===== src/rtl/vec_mem_responder.sv =====
`default_nettype none
// ============================================================================
// Module   : vec_mem_responder
// Purpose  : Memory-side responder for a 128-bit vector load/store port.
//            One vector request is accepted at a time. Each transfer is
//            split into four 32-bit beats against a word-wide synchronous
//            RAM. Loads are collected in a staging buffer and published to
//            q_b_o only when the whole vector has returned.
// Ports    :
//   clk_i        clock, all state updates on the rising edge
//   reset_i      synchronous active-high reset
//   req_i        single-cycle request strobe (accepted while ready_o = 1)
//   we_i         1 = store, 0 = load (sampled with req_i)
//   vaddr_i      vector byte address (bits [3:0] expected zero)
//   data_b_i     store data (sampled with req_i)
//   q_b_o        last completed load result
//   ready_o      responder idle
//   stall_o      req_i | ~ready_o, holds the pipeline
//   done_o       one-cycle pulse on the last cycle of a transfer
//   misalign_o   sticky: an accepted request had vaddr_i[3:0] != 0
//   overrun_o    sticky: req_i seen while busy
//   ram_addr_o   RAM word address
//   ram_we_o     RAM write enable
//   ram_wdata_o  RAM write data
//   ram_rdata_i  RAM read data, valid RD_LAT cycles after the address
// Revision : 1.0 - initial release
// ============================================================================
module vec_mem_responder #(
   parameter int AW     = 10,
   parameter int RD_LAT = 1
) (
   input  logic          clk_i,
   input  logic          reset_i,
   input  logic          req_i,
   input  logic          we_i,
   input  logic [31:0]   vaddr_i,
   input  logic [127:0]  data_b_i,
   output logic [127:0]  q_b_o,
   output logic          ready_o,
   output logic          stall_o,
   output logic          done_o,
   output logic          misalign_o,
   output logic          overrun_o,
   output logic [AW-1:0] ram_addr_o,
   output logic          ram_we_o,
   output logic [31:0]   ram_wdata_o,
   input  logic [31:0]   ram_rdata_i
);

   typedef enum logic [1:0] {
      S_IDLE     = 2'd0,
      S_WR       = 2'd1,
      S_RD_ISSUE = 2'd2,
      S_RD_DRAIN = 2'd3
   } state_t;

   state_t          state_q, state_d;
   logic [1:0]      beat_q, beat_d;
   logic [AW-3:0]   base_q, base_d;
   logic [127:0]    wdata_q, wdata_d;
   logic [127:0]    stage_q, stage_d;
   logic [127:0]    q_b_q, q_b_d;
   logic            misalign_q, misalign_d;
   logic            overrun_q, overrun_d;

   // Read-return tracking: one valid bit and beat index per cycle of RAM latency.
   logic [RD_LAT-1:0] lat_vld_q;
   logic [1:0]        lat_idx_q [RD_LAT];
   logic              w_issue;

   // Address bits above the RAM are dropped on purpose (slot wrap by truncation).
   logic w_unused;
   assign w_unused = ^vaddr_i[31:AW+2];

   assign ready_o    = (state_q == S_IDLE);
   assign stall_o    = req_i | ~ready_o;
   assign q_b_o      = q_b_q;
   assign misalign_o = misalign_q;
   assign overrun_o  = overrun_q;

   always_comb begin
      state_d     = state_q;
      beat_d      = beat_q;
      base_d      = base_q;
      wdata_d     = wdata_q;
      stage_d     = stage_q;
      q_b_d       = q_b_q;
      misalign_d  = misalign_q;
      overrun_d   = overrun_q;
      done_o      = 1'b0;
      ram_we_o    = 1'b0;
      ram_addr_o  = '0;
      ram_wdata_o = '0;
      w_issue     = 1'b0;

      // Returning read data lands in its beat slot; done before the state
      // case so the drain state can publish the beat captured this cycle.
      if (lat_vld_q[RD_LAT-1]) begin
         stage_d[{lat_idx_q[RD_LAT-1], 5'd0} +: 32] = ram_rdata_i;
      end

      if (req_i && (state_q != S_IDLE)) begin
         overrun_d = 1'b1;
      end

      case (state_q)
         S_IDLE: begin
            if (req_i) begin
               base_d  = vaddr_i[AW+1:4];
               wdata_d = data_b_i;
               beat_d  = 2'd0;
               if (vaddr_i[3:0] != 4'd0) begin
                  misalign_d = 1'b1;
               end
               state_d = we_i ? S_WR : S_RD_ISSUE;
            end
         end
         S_WR: begin
            ram_we_o    = 1'b1;
            ram_addr_o  = {base_q, beat_q};
            ram_wdata_o = wdata_q[{beat_q, 5'd0} +: 32];
            beat_d      = beat_q + 2'd1;
            if (beat_q == 2'd3) begin
               done_o  = 1'b1;
               state_d = S_IDLE;
            end
         end
         S_RD_ISSUE: begin
            ram_addr_o = {base_q, beat_q};
            w_issue    = 1'b1;
            beat_d     = beat_q + 2'd1;
            if (beat_q == 2'd3) begin
               state_d = S_RD_DRAIN;
            end
         end
         S_RD_DRAIN: begin
            // Beats return in issue order, so beat 3 arriving means the
            // whole vector is in the staging buffer.
            if (lat_vld_q[RD_LAT-1] && (lat_idx_q[RD_LAT-1] == 2'd3)) begin
               done_o  = 1'b1;
               q_b_d   = stage_d;
               state_d = S_IDLE;
            end
         end
         default: begin
            state_d = S_IDLE;
         end
      endcase
   end

   always_ff @(posedge clk_i) begin
      if (reset_i) begin
         state_q    <= S_IDLE;
         beat_q     <= 2'd0;
         base_q     <= '0;
         wdata_q    <= '0;
         stage_q    <= '0;
         q_b_q      <= '0;
         misalign_q <= 1'b0;
         overrun_q  <= 1'b0;
      end else begin
         state_q    <= state_d;
         beat_q     <= beat_d;
         base_q     <= base_d;
         wdata_q    <= wdata_d;
         stage_q    <= stage_d;
         q_b_q      <= q_b_d;
         misalign_q <= misalign_d;
         overrun_q  <= overrun_d;
      end
   end

   always_ff @(posedge clk_i) begin
      if (reset_i) begin
         lat_vld_q <= '0;
         for (int i = 0; i < RD_LAT; i++) begin
            lat_idx_q[i] <= 2'd0;
         end
      end else begin
         lat_vld_q[0] <= w_issue;
         lat_idx_q[0] <= beat_q;
         for (int i = 1; i < RD_LAT; i++) begin
            lat_vld_q[i] <= lat_vld_q[i-1];
            lat_idx_q[i] <= lat_idx_q[i-1];
         end
      end
   end

endmodule
`default_nettype wire

===== config.mk =====
export PLATFORM = sky130hd
export DESIGN_NAME = vec_mem_responder
export DESIGN_NICKNAME = d
export VERILOG_FILES = /design/src/rtl/vec_mem_responder.sv
export SDC_FILE = /design/constraint.sdc
export NUM_CORES = 1
export LEC_CHECK = 0
export BUFFER_PORTS_ARGS = -buffer_cell sky130_fd_sc_hd__buf_4
export CORE_AREA = 2 2 162 164
export DETAILED_ROUTE_END_ITERATION = 6
export DIE_AREA = 0 0 164 166
export HOLD_SLACK_MARGIN = 0.08
export PLACE_DENSITY = 0.85
export SYNTH_ARGS = -nofsm -noshare
export SYNTH_HDL_FRONTEND = slang
export SYNTH_SLANG_ARGS = --single-unit

===== constraint.sdc =====
create_clock -name clk_i -period 4 [get_ports clk_i]
set_input_delay 0 -clock clk_i [delete_from_list [all_inputs] [get_ports clk_i]]
set_output_delay 0 -clock clk_i [all_outputs]
set_load 0.005 [all_outputs]

# ---- Word-level counts from Yosys, hierarchy flattened
# Memory sizes are Yosys's and may differ from the RTL's.
# Cells that the tools add are included.
dict set report word_totals {
  ff_bits 399
  ramBits 2
  input_bits 196
  wordCells 61
  out_inout_bits 176
  memories 1
}
dict set report classes {
  shift 3
  add_sub_neg 2
  n_mux 22
  n_reduce_logical 13
  bitwise_logic 2
  eq_ne 9
}
# memory depth word_bits rd rd_clocked_by_memory_dff wr line_no
set memory_table {}
lappend memory_table {lat_idx_q 1 2 1 0 1 68} ;# logic [1:0] lat_idx_q [RD_LAT];
# cell count
set op_table {}
lappend op_table {{$bwmux 128} 1}
lappend op_table {{$mux 128} 1}
lappend op_table {{$shift 32x9->128 const A} 1}
lappend op_table {{$shiftx 128x8->32} 1}
lappend op_table {{$shiftx 32x9->128} 1}
lappend op_table {{$mux 32} 1}
lappend op_table {{$mux 2} 7}
lappend op_table {{$mux 10} 1}
lappend op_table {{$neg 7->9} 1}
lappend op_table {{$eq 2x2->1 const B} 4}
lappend op_table {{$mux 1} 8}
lappend op_table {{$ne 2x2->1 const B} 4}
lappend op_table {{$pmux 2 s4} 1}
lappend op_table {{$reduce_and 2->1} 3}
lappend op_table {{$pmux 2 s2} 1}
lappend op_table {{$reduce_and 4->1} 1}
lappend op_table {{$reduce_bool 2->1} 2}
lappend op_table {{$reduce_bool 4->1} 1}
lappend op_table {{$reduce_or 2->1} 2}
lappend op_table {{$reduce_and 3->1} 1}
lappend op_table {{$add 2x1->2 const B} 1}
lappend op_table {{$eq 2x1->1 const B} 1}
lappend op_table {{$logic_and 1x1->1} 2}
lappend op_table {{$logic_not 2->1} 1}
lappend op_table {{other kinds (3)} 3}

# ---- Longest topological paths before layout
dict set report depth {
  word_depth 4
  mapped_depth 8
  mapped_depth_nobuf 5
}

# ---- Worst setup path before layout
# No wires, ideal clock.
dict set report synth_timing {
  path_kind {reg2reg}
  startpoint {memory lat_idx_q[0][0]}
  endpoint {register q_b_q[84], in the netlist q_b_o[84]}
  setup_time_ps 146
  path_stages_with_launch 9
  slack_ps 1945
  t_required_ps 3854
  synth_period_minus_slack_ps 2055
  path_buffers 3
  arrival_ps 1909
  cell_sequence {dfxtp_1 > inv_1 > clkbuf_1 > ha_1 > and4b_1 > buf_2 > buf_2 > a41oi_1 > a211oi_2}
}
# item line_no
set synth_lines {}
lappend synth_lines {{from (decl)} 68}
lappend synth_lines {{to (signal assigned)} 167} ;# q_b_q <= q_b_d;
lappend synth_lines {{to (decl)} 62} ;# logic [127:0] q_b_q, q_b_d;

==> results.md <==
* Count of final setup violators at 0
* CP max FO at 31
* CTS tree: built
* Critical Path AT at 3.64 ns
* Drt total wl at 57050 um
* Worst Max-Slew Pin Slew at 1.232 ns
* Worst vdd ir at 0.4223 mV
* Final worst slack at 0.7830 ns
* DIE WIDTH at 164 um
* Starting DRT DRC Count at 1920
* CTS Sinks at 369
* Rel. slew slack at 0.1774
* Syn Nets at 1782
* Area fraction of the dominant cell type after synthesis at 0.5132
* Clock Pin Slew Worst Setup and Hold Paths at 0.06 ns
* Post-route minimum period at 3.217 ns
* Post-Layout Cell Count at 2481
* Root buf cell: clkbuf_16
* Setup TNS at 0 ns
* Worst path cell trace: inv_1 > ha_1 > buf_4 > and4b_1 > buf_4 > a41oi_1 > a211oi_2
* First-pass GRT wire length at 86410 um
* Async SR Flop Fraction at 0
* Largest cells by area after synthesis: dfxtp_1, nand2_1, a21oi_1
* CP required at 4.43 ns
* Worst r2r src: lat_idx_q[0][0]
* Status: finished with violations
* Cell Rows at 59
* Most frequent cell after synthesis: dfxtp_1
* # Post-CTS Setup Buffers at 0
* Routed len/inst at 22.99 um
* H-tree Lvls at 2
* Unique masters post-synth at 31
* Largest area contributor in the netlist: dfxtp_1
* Clock Skew at 0.02192 ns
* Static Leak at 8.474 nW
* Gpl congestion at 0.8260
* CP endpoint kind: flop
* Vias post-DR at 15.40k
* Max Cap Viol at 0
* Failing checks: DRC
* Final hold vios at 0
* Critical Path Most Common Cell: buf_4
* Dpl ws at 0.8776 ns
* Flops & latches, synth at 369
* Vias in the first global route at 15.61k
* Layout Nets at 2320
* DR vias/cell at 6.208
* Initial antenna violation count at 10
* Hold path start: data_b_i[61]
* Placed Cells incl. Taps at 2126
* Total CTS buffers at 37
* Yosys warning count at 0
* Post-synth EDFFs at 0
* Unrepaired setup endpoints after global routing: no
* CP startpoint kind: flop
* Synthesized area at 14390 um2
* Pre-antenna DRT Iters at 7
* All-layer global routing usage at 0.4091
* Synthesized instance count at 1575
* Initial core utilization at 0.5619
* CP Class: reg -> reg
* Die area at 27220 um2
* Post-DP HPWL at 26900 um
* Post-synth top cells: dfxtp_1, nand2_1, nor2_1, a21oi_1, clkbuf_1
* Final Cycle Share at 0.8042
* Port Buf Inserts at 351
* Primary FF master, synth: dfxtp_1
* Crit. Startpoint: lat_idx_q[0][0]
* Area grow syn2layout at 45.88%
* Remaining DRCs at 4
* Maximum clock path buffer count at 3
* Fin Hold WS at 0.2932 ns
* PostCTS Resize Cnt at 0
* Core Region at 25620 um2
* Pin count of the biggest net entering global routing at 134
* Slowest cell on crit path: and4b_1
* Critical path's largest stage delay at 0.82 ns
* Sequential area share after synthesis at 0.5132
* P per Cell Area at 499.4 nW/um2
* Worst-skew pair later-pin latency at 0.53 ns
* Pins over their slew limit at 0
* Achievable Freq at 310.9 MHz
* Routed Antenna Nets at 0
* Ports at 372
* Worst Hold Class: in -> reg
* Remaining Overflow, GRT at 0
* Die height at 166 um
* Mapped Avg Cell Area at 9.139 um2
* Ratio of cells with drive above 1 in the final layout at 0.2378
[placed cells by master (no fill, tap or decap), types with 2 or more instances in the layout]
cell / n
a211oi_1: 56
a211oi_2: 40
a21boi_0: 29
a21oi_1: 172
a32oi_1: 68
a41oi_1: 29
and2_1: 42
and4b_1: 3
buf_12: 5
buf_4: 366
clkbuf_1: 5
clkbuf_16: 37
clkbuf_8: 14
clkinv_2: 3
clkinv_8: 2
dfxtp_1: 368
diode_2: 10
dlygate4sd3_1: 283
ha_1: 11
inv_1: 7
mux2i_1: 3
mux4_2: 32
nand2_1: 310
nand2b_1: 2
nand3_1: 33
nor2_1: 196
nor2b_1: 6
[layer usage]
metal  vias up  GRT usage  part of all wire
met1      7165     0.4681              0.34
met4         0     0.3074             0.093
met2      1235     0.6516              0.46
met5         -          0                 0
met3       440     0.1094              0.10
li1       6561          -                 -
[critical path, delay by kind of cell, from the launching register on]
kind / cells / cell delay (ns)
AND/OR/NAND/NOR: 1 / 0.82
buffers and inverters: 3 / 1.19
flip-flops: 1 / 0.35
adder cells (fa/ha/maj): 1 / 0.26
AO/OA/AOI/OAI: 2 / 0.48
[sequential cells by signal, indices dropped and copies added, names as in the netlist]
| name | count |
|---|---|
| q_b_o | 128 |
| wdata_q | 128 |
| base_q | 8 |
| misalign_o | 1 |
| beat_q | 2 |
| stage_q | 96 |
| state_q | 2 |
| overrun_o | 1 |
| lat_vld_q | 1 |
| lat_idx_q | 2 |
[where the power goes]
part / internal (mW) / switching (mW)
clock: 1.97 / 1.50
combinational: 1.16 / 1.61
sequential: 3.97 / 0.275
total: 7.10 / 3.39
[kinds of logic (layout without fill, tap and decap cells)]
kind of cell             after synthesis  after routing  synth area share
AO/OA/AOI/OAI                        398            398            0.2005
AND/OR/NAND/NOR                      599            599            0.1703
flip-flops                           369            369            0.5132
adder cells (fa/ha/maj)               11             11          0.009562
other                                  0             10                 0
multiplexers                          35             35           0.05216
buffers and inverters                163            724           0.05433
[cell type report]
class	count	area, um2
antenna	10	25.02
clock buffer	56	1137
clock inverter	6	56.30
fill	1319	4618
inverter	7	26.28
multi-input combinational	1043	6250
sequential	369	7388
tap	335	419.2
timing repair buffer	655	5695
[repair_timing]
item                                   CTS  global route
setup endpoints to repair                0             0
endpoints found under the hold margin  357             0
hold buffers                           283             0
[metrics by stage]
| stage | utilization | area, um2 | power [mW] |
|---|---|---|---|
| 6_report | 0.8197 | 21000 | 10.49 |
| 3_5_place_dp | 0.6616 | 16950 | 6.285 |
| 2_1_floorplan | - | 14390 | 5.618 |
| 3_3_place_gp | 0.6616 | 16950 | 6.212 |
| 4_1_cts | 0.8187 | 20970 | 10.05 |
| 5_1_grt | 0.8194 | 20990 | 10.78 |
[worst paths after layout]
path / end / slack (ns) / depth (start not counted)
worst max-delay path: q_b_o[90] / 0.78 / 7
worst min register to register: q_b_o[113] / 0.45 / 2
worst max register to register: q_b_o[90] / 0.78 / 7
worst min-delay path: wdata_q[61] / 0.29 / 4
Power figures use the tool's default switching activity.
